===== src/rtl/clint_irq_gen_if.sv =====
// Single-outstanding req/ack register bus between the load/store path and the CLINT.
// The master holds req until it sees the one-cycle ack.
interface clint_irq_gen_if;
  logic        bus_req;
  logic        bus_wr;
  logic [4:0]  bus_addr;
  logic [31:0] bus_wdata;
  logic        bus_ack;
  logic [31:0] bus_rdata;

  modport master (
    output bus_req, bus_wr, bus_addr, bus_wdata,
    input  bus_ack, bus_rdata
  );

  modport slave (
    input  bus_req, bus_wr, bus_addr, bus_wdata,
    output bus_ack, bus_rdata
  );
endinterface


===== src/rtl/clint_irq_gen.sv =====
// Machine-level interrupt sources: mtime/mtimecmp timer, msip register and external
// interrupt synchronizer, with registered msip/mtip/meip levels for mip.
module clint_irq_gen #(
  parameter int unsigned TICK_DIV    = 1,
  parameter int unsigned SYNC_STAGES = 2
) (
  input  logic              clk_in,
  input  logic              reset_in,
  clint_irq_gen_if.slave    bus,
  input  logic              ext_irq_in,
  output logic              msip,
  output logic              mtip,
  output logic              meip,
  output logic [63:0]       mtime
);

  localparam int unsigned PW = (TICK_DIV > 1) ? $clog2(TICK_DIV) : 1;

  typedef enum logic {S_IDLE, S_ACK} state_e;

  state_e                 state_q, state_d;
  logic [31:0]            rdata_q, rdata_d;
  logic                   msip_q, msip_d;
  logic                   mtip_q, mtip_d;
  logic [63:0]            mtime_q, mtime_d;
  logic [63:0]            mtimecmp_q, mtimecmp_d;
  logic [PW-1:0]          presc_q, presc_d;
  logic [SYNC_STAGES-1:0] sync_q, sync_d;

  logic        accept;
  logic        wr_en;
  logic        tick;
  logic [2:0]  word;
  logic [31:0] rd_val;
  logic        addr_lsb_unused;

  assign word            = bus.bus_addr[4:2];
  assign addr_lsb_unused = ^bus.bus_addr[1:0];

  // Bus FSM: a request is taken only from IDLE, so a held req acks every other cycle.
  always_comb begin
    state_d = state_q;
    accept  = 1'b0;
    case (state_q)
      S_IDLE: begin
        if (bus.bus_req) begin
          accept  = 1'b1;
          state_d = S_ACK;
        end
      end
      S_ACK:   state_d = S_IDLE;
      default: state_d = S_IDLE;
    endcase
  end

  assign wr_en = accept & bus.bus_wr;
  assign tick  = (presc_q == PW'(TICK_DIV - 1));

  always_comb begin
    rd_val = '0;
    case (word)
      3'd0:    rd_val = {31'd0, msip_q};
      3'd2:    rd_val = mtimecmp_q[31:0];
      3'd3:    rd_val = mtimecmp_q[63:32];
      3'd4:    rd_val = mtime_q[31:0];
      3'd5:    rd_val = mtime_q[63:32];
      default: rd_val = '0;
    endcase
  end

  // Read data is captured on the accept edge, i.e. before that edge's write or tick.
  always_comb begin
    rdata_d = '0;
    if (accept && !bus.bus_wr) rdata_d = rd_val;
  end

  always_comb begin
    msip_d     = msip_q;
    mtimecmp_d = mtimecmp_q;
    if (wr_en && word == 3'd0) msip_d                  = bus.bus_wdata[0];
    if (wr_en && word == 3'd2) mtimecmp_d[31:0]        = bus.bus_wdata;
    if (wr_en && word == 3'd3) mtimecmp_d[63:32]       = bus.bus_wdata;
  end

  // A write to either mtime half suppresses that cycle's increment entirely.
  always_comb begin
    mtime_d = mtime_q;
    presc_d = tick ? '0 : presc_q + PW'(1);
    if (wr_en && word == 3'd4)      mtime_d[31:0]  = bus.bus_wdata;
    else if (wr_en && word == 3'd5) mtime_d[63:32] = bus.bus_wdata;
    else if (tick)                  mtime_d        = mtime_q + 64'd1;
  end

  always_comb begin
    mtip_d = (mtime_q >= mtimecmp_q);
    sync_d = {sync_q[SYNC_STAGES-2:0], ext_irq_in};
  end

  always_ff @(posedge clk_in or posedge reset_in) begin
    if (reset_in) begin
      state_q    <= S_IDLE;
      rdata_q    <= '0;
      msip_q     <= 1'b0;
      mtip_q     <= 1'b0;
      mtime_q    <= '0;
      mtimecmp_q <= '1;
      presc_q    <= '0;
      sync_q     <= '0;
    end else begin
      state_q    <= state_d;
      rdata_q    <= rdata_d;
      msip_q     <= msip_d;
      mtip_q     <= mtip_d;
      mtime_q    <= mtime_d;
      mtimecmp_q <= mtimecmp_d;
      presc_q    <= presc_d;
      sync_q     <= sync_d;
    end
  end

  assign bus.bus_ack   = (state_q == S_ACK);
  assign bus.bus_rdata = rdata_q;
  assign msip          = msip_q;
  assign mtip          = mtip_q;
  assign meip          = sync_q[SYNC_STAGES-1];
  assign mtime         = mtime_q;

endmodule


===== src/flat_wrapper.sv =====
// flat-port wrapper written by rule: the top's interface ports become plain ports
module clint_irq_gen_flat 
#(
  parameter int unsigned TICK_DIV    = 1,
  parameter int unsigned SYNC_STAGES = 2
)
  (clk_in, reset_in, ext_irq_in, msip, mtip, meip, mtime, bus_bus_req, bus_bus_wr, bus_bus_addr, bus_bus_wdata, bus_bus_ack, bus_bus_rdata);
  clint_irq_gen_if bus_i ();
  input  logic clk_in;
  input  logic reset_in;
  input  logic ext_irq_in;
  output logic msip;
  output logic mtip;
  output logic meip;
  output logic [63:0] mtime;
  input wire logic [$bits(bus_i.bus_req)-1:0] bus_bus_req;
  input wire logic [$bits(bus_i.bus_wr)-1:0] bus_bus_wr;
  input wire logic [$bits(bus_i.bus_addr)-1:0] bus_bus_addr;
  input wire logic [$bits(bus_i.bus_wdata)-1:0] bus_bus_wdata;
  output wire logic [$bits(bus_i.bus_ack)-1:0] bus_bus_ack;
  output wire logic [$bits(bus_i.bus_rdata)-1:0] bus_bus_rdata;
  assign bus_i.bus_req = bus_bus_req;
  assign bus_i.bus_wr = bus_bus_wr;
  assign bus_i.bus_addr = bus_bus_addr;
  assign bus_i.bus_wdata = bus_bus_wdata;
  assign bus_bus_ack = bus_i.bus_ack;
  assign bus_bus_rdata = bus_i.bus_rdata;
  clint_irq_gen #(.TICK_DIV(TICK_DIV), .SYNC_STAGES(SYNC_STAGES)) u_core (.clk_in(clk_in), .reset_in(reset_in), .bus(bus_i), .ext_irq_in(ext_irq_in), .msip(msip), .mtip(mtip), .meip(meip), .mtime(mtime));
endmodule

===== config.mk =====
export PLATFORM = sky130hd
export DESIGN_NAME = clint_irq_gen_flat
export DESIGN_NICKNAME = d
export VERILOG_FILES = /design/src/rtl/clint_irq_gen_if.sv /design/src/rtl/clint_irq_gen.sv /design/src/flat_wrapper.sv
export SDC_FILE = /design/constraint.sdc
export NUM_CORES = 1
export LEC_CHECK = 0
export CORE_MARGIN = 2
export CORE_UTILIZATION = 50
export CTS_BUF_LIST = sky130_fd_sc_hd__clkbuf_4
export DETAILED_ROUTE_END_ITERATION = 10
export PLACE_DENSITY = 0.8
export SKIP_CTS_REPAIR_TIMING = 1
export SYNTH_ARGS = -nofsm -noshare
export SYNTH_HDL_FRONTEND = slang
export SYNTH_SLANG_ARGS = --single-unit

===== constraint.sdc =====
create_clock -name clk_in -period 7.7 [get_ports clk_in]
set_input_delay 1.54 -clock clk_in [delete_from_list [all_inputs] [get_ports clk_in]]
set_output_delay 1.54 -clock clk_in [all_outputs]
set_load 0.01 [all_outputs]

; Word level (Yosys, flattened, before mapping)
; Cells that the tools add are included.
[word_totals]
regBits = 166
in_bits = 42
elab_cells = 43
output_inout_bits = 100
[op_classes]
eq_ne = 7
add_sub_neg = 2
bitwise = 3
n_mux = 10
order_cmp = 1
n_reduce_logical = 10
[ops]
columns = cell, n
row1 = $pmux 32 s5, 1
row2 = $mux 32, 4
row3 = $add 64x1->64 const B, 1
row4 = $ge 64x64->1, 1
row5 = $mux 64, 1
row6 = $eq 3x2->1 const B, 2
row7 = $eq 3x3->1 const B, 2
row8 = $logic_and 1x1->1, 6
row9 = $ne 2x2->1 const B, 2
row10 = $reduce_and 2->1, 2
row11 = $logic_not 3->1, 1
row12 = $mux 1, 3
row13 = $ne 2x1->1 const B, 1
row14 = $not 1->1, 2
row15 = $pmux 1 s2, 1
row16 = $add 1x1->1 const B, 1
row17 = $and 1x1->1, 1
row18 = $logic_not 1->1, 1

; Depth between registers and ports, before layout
[depth]
depth_word = 6
ltp_mapped = 9

; Worst setup path after synthesis
; No wires, ideal clock.
[synth_path]
path_kind = input port to flip-flop
startpoint = input bus_bus_req
endpoint = register u_core.mtime_q[13], in the netlist u_core.mtime[13]
path_slack_ns = 4.462
arrival_time_ns = 3.103
n_path_buf = 2
stages = 8
path_cell_list = nor2b_1 clkbuf_1 nand3_1 nor3_1 clkbuf_1 nor2_1 a32oi_1 o21ai_0
[synth_via]
elab_chain_cells = 6
[synth_lines]
columns = element, line
row1 = "start, declared", flat_wrapper.sv:16  ; input wire logic [$bits(bus_i.bus_req)-1:0] bus_bus_req;
row2 = $mux 1 *, clint_irq_gen.sv:46  ; if (bus.bus_req) begin
row3 = $mux 1 *, clint_irq_gen.sv:44  ; case (state_q)
row4 = net u_core.accept, clint_irq_gen.sv:30  ; logic accept;
row5 = $and 1x1->1 *, clint_irq_gen.sv:56  ; assign wr_en = accept & bus.bus_wr;
row6 = $logic_and 1x1->1 (on tied branches), "clint_irq_gen.sv:89, clint_irq_gen.sv:90"
row7 = $ne 2x2->1 (no line) / $ne 2x1->1 (equally long branches), n/a
row8 = $reduce_and 2->1 (no line), n/a
row9 = "end signal, assigned", clint_irq_gen.sv:114  ; mtime_q <= mtime_d;
row10 = "end, declared", clint_irq_gen.sv:25  ; logic [63:0] mtime_q, mtime_d;
; Mark *: on every way through the listed nets, which the timed path passes. The rest lies on a longest branch.
; A chain may end at the register's enable or synchronous reset.

; Final worst setup path
[layout_path]
startpoint = input bus_bus_addr[2]
endpoint = register u_core.mtime_q[37], in the netlist u_core.mtime[37]
[layout_via]
elab_chain_cells = 4
[layout_lines]
columns = element, line
row1 = "start, declared", flat_wrapper.sv:18  ; input wire logic [$bits(bus_i.bus_addr)-1:0] bus_bus_addr;
row2 = $eq 3x3->1 (on tied branches), "clint_irq_gen.sv:90, clint_irq_gen.sv:89"
row3 = $logic_and 1x1->1 (on tied branches), "clint_irq_gen.sv:90, clint_irq_gen.sv:89"
row4 = $ne 2x2->1 (no line) / $not 1->1 (equally long branches), n/a
row5 = $reduce_and 2->1 (no line), n/a
; Parallel ways exist; a longest one is shown, timed or not.

==> run_results.csv <==
group,metric,value,unit
sta,fmax,241,MHz
synth,netlist_instances,1125,
flow_run,drv_cap,0,
synth,syn_nets,1232,
global_routing,grt_max_degree,105,
floorplanning,rows,51,
cts,cts_buffer_depth,2,
synth,synth_ff_type,"dfrtp_1",
critical_path,cpMaxStageDelayCell,"nand2_1",
final_layout,seqCellArea,0.00421,sq mm
synth,synth_edf_count,0,
global_routing,grt_pass1_wl,45.9,mm
synth,seq_area_frac_synth,0.429,
sta,holdWs,0.372,ns
global_routing,gr-usage-all-layers,0.283,
synth,yosys.cell_types.count,65,
placed_design,hpwl,19.9,mm
power,seq_power_share,0.463,
placed_design,placed_area,0.0113,sq mm
critical_path,arrival,4.69,ns
global_routing,grt.overflow.total,0,
power,vdd_drop_max,0.143,mV
critical_path,cp.required,8.24,ns
power,power.clock.fraction,0.187,
drt,via_per_inst,6.24,
floorplanning,ios,142,
cts,cts_tree,"done",
power,p_int,1910,uW
cts,path_clk_slew,0.14,ns
synth,yosys_warnings,0,
sta,hold_viol,0,
synth,synth_area_per_cell,8.72,sq um
power,swShare,0.382,
critical_path,critPathLaunchType,"input pin",
sta,grt_setup_unrepaired,"false",
global_routing,grt_antenna_before_repair,1,
cts,root_buffer,"clkbuf_4",
status,status,"finished clean",
sta,worst_pin_slew,1.05,ns
critical_path,cp-end-kind,"flop",
sta,setup_viol,0,
placed_design,dpl_worst_slack,3.01,ns
floorplanning,start_util,0.507,
power,power_frac_comb,0.350,
final_layout,area_delta_synth_final,18.7,%
critical_path,crit_type,"in2reg",
final_layout,drive_above_1_share,0.0969,
critical_path,crit_path_max_incr_delay,0.82,ns
final_layout,nets,1322,
cts,cts.htree.levels,4,
global_routing,grt_pass1_vias,8504,
floorplanning,fp.dieH,144,um
critical_path,path_cells,"clkdlybuf4s50_1, nor2_1, nand4_1, buf_4, nand2_1, or4_1, nand3_1",
hold_path,hold_class,"reg2reg",
sta,period_minus_slack,4.15,ns
sta,clock_skew,0.0304,ns
power,p_sw,1180,uW
critical_path,cp_max_fo,75,
final_layout,finalInstanceArea,0.0116,sq mm
drt,ant_nets,0,
floorplanning,die_x,144,um
cts,clkLatencyLatePin,0.60,ns
cts,clock_sinks,165,
sta,min_period_over_period,0.539,
synth,ys_ff_latch,165,
final_layout,multiInputGateArea,0.00501,sq mm
power,p_leak,0.00473,uW
synth,synthArstFlopShare,1.00,
final_layout,postLayoutCoreUtil,0.602,
drt,wl_per_cell,19.4,um
sta,finalSetupTns,0,ns
drt,drt-total-wl,28.9,mm
sta,slew_violations,0,
floorplanning,die_area,0.0208,sq mm
sta,slew_headroom,0.297,
power,power_density,266,mW/mm^2
drt,num_vias,9326,
drt,drc,0,
placed_design,numPortBuffers,139,
placed_design,gp_congestion,0.938,
cts,cts_inserted_buffers,17,
sta,fin_ws,3.55,ns
floorplanning,core,0.0193,sq mm
synth,netlist_area,0.00981,sq mm
drt,drtPass1Iterations,5,
final_layout,fillers,1688,
drt,drt_iter0_drc,1062,
[metrics by stage]
step	total power (uW)	std cells
final	3090	1494
after global routing	3300	1494
after CTS	3080	1493
after detailed placement	2510	1461
after global placement	2470	1461
after floorplan	2000	1125
[area by class of cell]
class	count	share of cell area
Antenna cell	1	0.000215
Clock buffer	18	0.0116
Clock inverter	14	0.0158
Inverter	76	0.0249
Multi-Input combinational cell	805	0.431
Sequential cell	165	0.362
Tap cell	265	0.0285
Timing Repair Buffer	150	0.127
[kinds of logic after synthesis]
logic type               Yosys count  share of synthesized area
AO/OA/AOI/OAI                    389                      0.245
AND/OR/NAND/NOR                  346                      0.176
flip-flops                       165                      0.429
buffers and inverters            155                     0.0619
adder cells (fa/ha/maj)           65                     0.0829
multiplexers                       5                    0.00536
[cell usage in the layout, fill, tap and decap left out, types with 18 or more instances in the layout]
cell type and count:
nor3_1 21, nand2_1 132, nor2_1 42, nand4_1 26
a21oi_1 106, dfstp_2 64, a22oi_1 70, nand3_1 44
dfrtp_1 101, clkbuf_4 18, ha_1 65, inv_1 75
o21ai_0 112, clkdlybuf4s50_1 139
[Yosys cell counts, types with 6 or more instances]
| library cell | n | area, sq um |
|---|---|---|
| nand2_1 | 132 | 495 |
| o21ai_0 | 112 | 561 |
| a21oi_1 | 106 | 531 |
| dfrtp_1 | 101 | 2530 |
| inv_1 | 76 | 285 |
| a22oi_1 | 70 | 526 |
| clkbuf_1 | 65 | 244 |
| ha_1 | 65 | 813 |
| dfstp_2 | 64 | 1680 |
| nand3_1 | 44 | 220 |
| nor2_1 | 43 | 161 |
| nand4_1 | 26 | 163 |
| nor3_1 | 22 | 110 |
| o22ai_1 | 16 | 100 |
| and3_1 | 15 | 93.8 |
| a21o_1 | 12 | 90.1 |
| a31oi_1 | 12 | 75.1 |
| and4_1 | 12 | 105 |
| nor4_1 | 11 | 68.8 |
| and2_1 | 9 | 56.3 |
| o211ai_1 | 9 | 67.6 |
| o22a_1 | 8 | 70.1 |
| a211oi_1 | 7 | 52.6 |
| or4_1 | 6 | 45.0 |
[path summary, 6_finish.rpt]
path | slack, ns | endpoint | start | depth (start not counted)
max reg2reg | 4.29 | u_core.mtime[49] | u_core.mtime[12] | 6
max in group asynchronous | 4.83 | u_core.mtime[47] | reset_in | 3
min in group asynchronous | 1.52 | u_core.bus.bus_rdata[31] | reset_in | 2
min reg2reg | 0.37 | u_core.sync_q[1] | u_core.sync_q[0] | 0
min | 0.37 | u_core.sync_q[1] | u_core.sync_q[0] | 0
max | 3.55 | u_core.mtime[37] | bus_bus_addr[2] | 7
[sequential cells by signal, summed over array words and instances, names as in the netlist]
signal and flops:
u_core.mtime 64, u_core.mtimecmp_q 64, u_core.bus.bus_rdata 32, u_core.sync_q 2
u_core.bus.bus_ack 1, u_core.msip 1, u_core.mtip 1
[power groups by stage]
stage | logic [uW] | registers [uW] | clock network [uW]
floorplan | 611 | 1390 | 0
global placement | 1040 | 1430 | 0
detailed placement | 1080 | 1440 | 0
CTS | 1080 | 1420 | 582
global route | 1220 | 1460 | 618
finish | 1080 | 1430 | 577
[layer usage]
metal / track usage / part of all wire
met5: 0 / 0
met4: 0.0908 / 0.018
met3: 0.0427 / 0.080
met2: 0.442 / 0.46
met1: 0.407 / 0.44
[critical path: cells and delay by family]
kind                   cells  cell delay, ns
buffers and inverters      2            1.23
and+or+nand+nor            5            1.89
(Power assumes the default switching activity.)
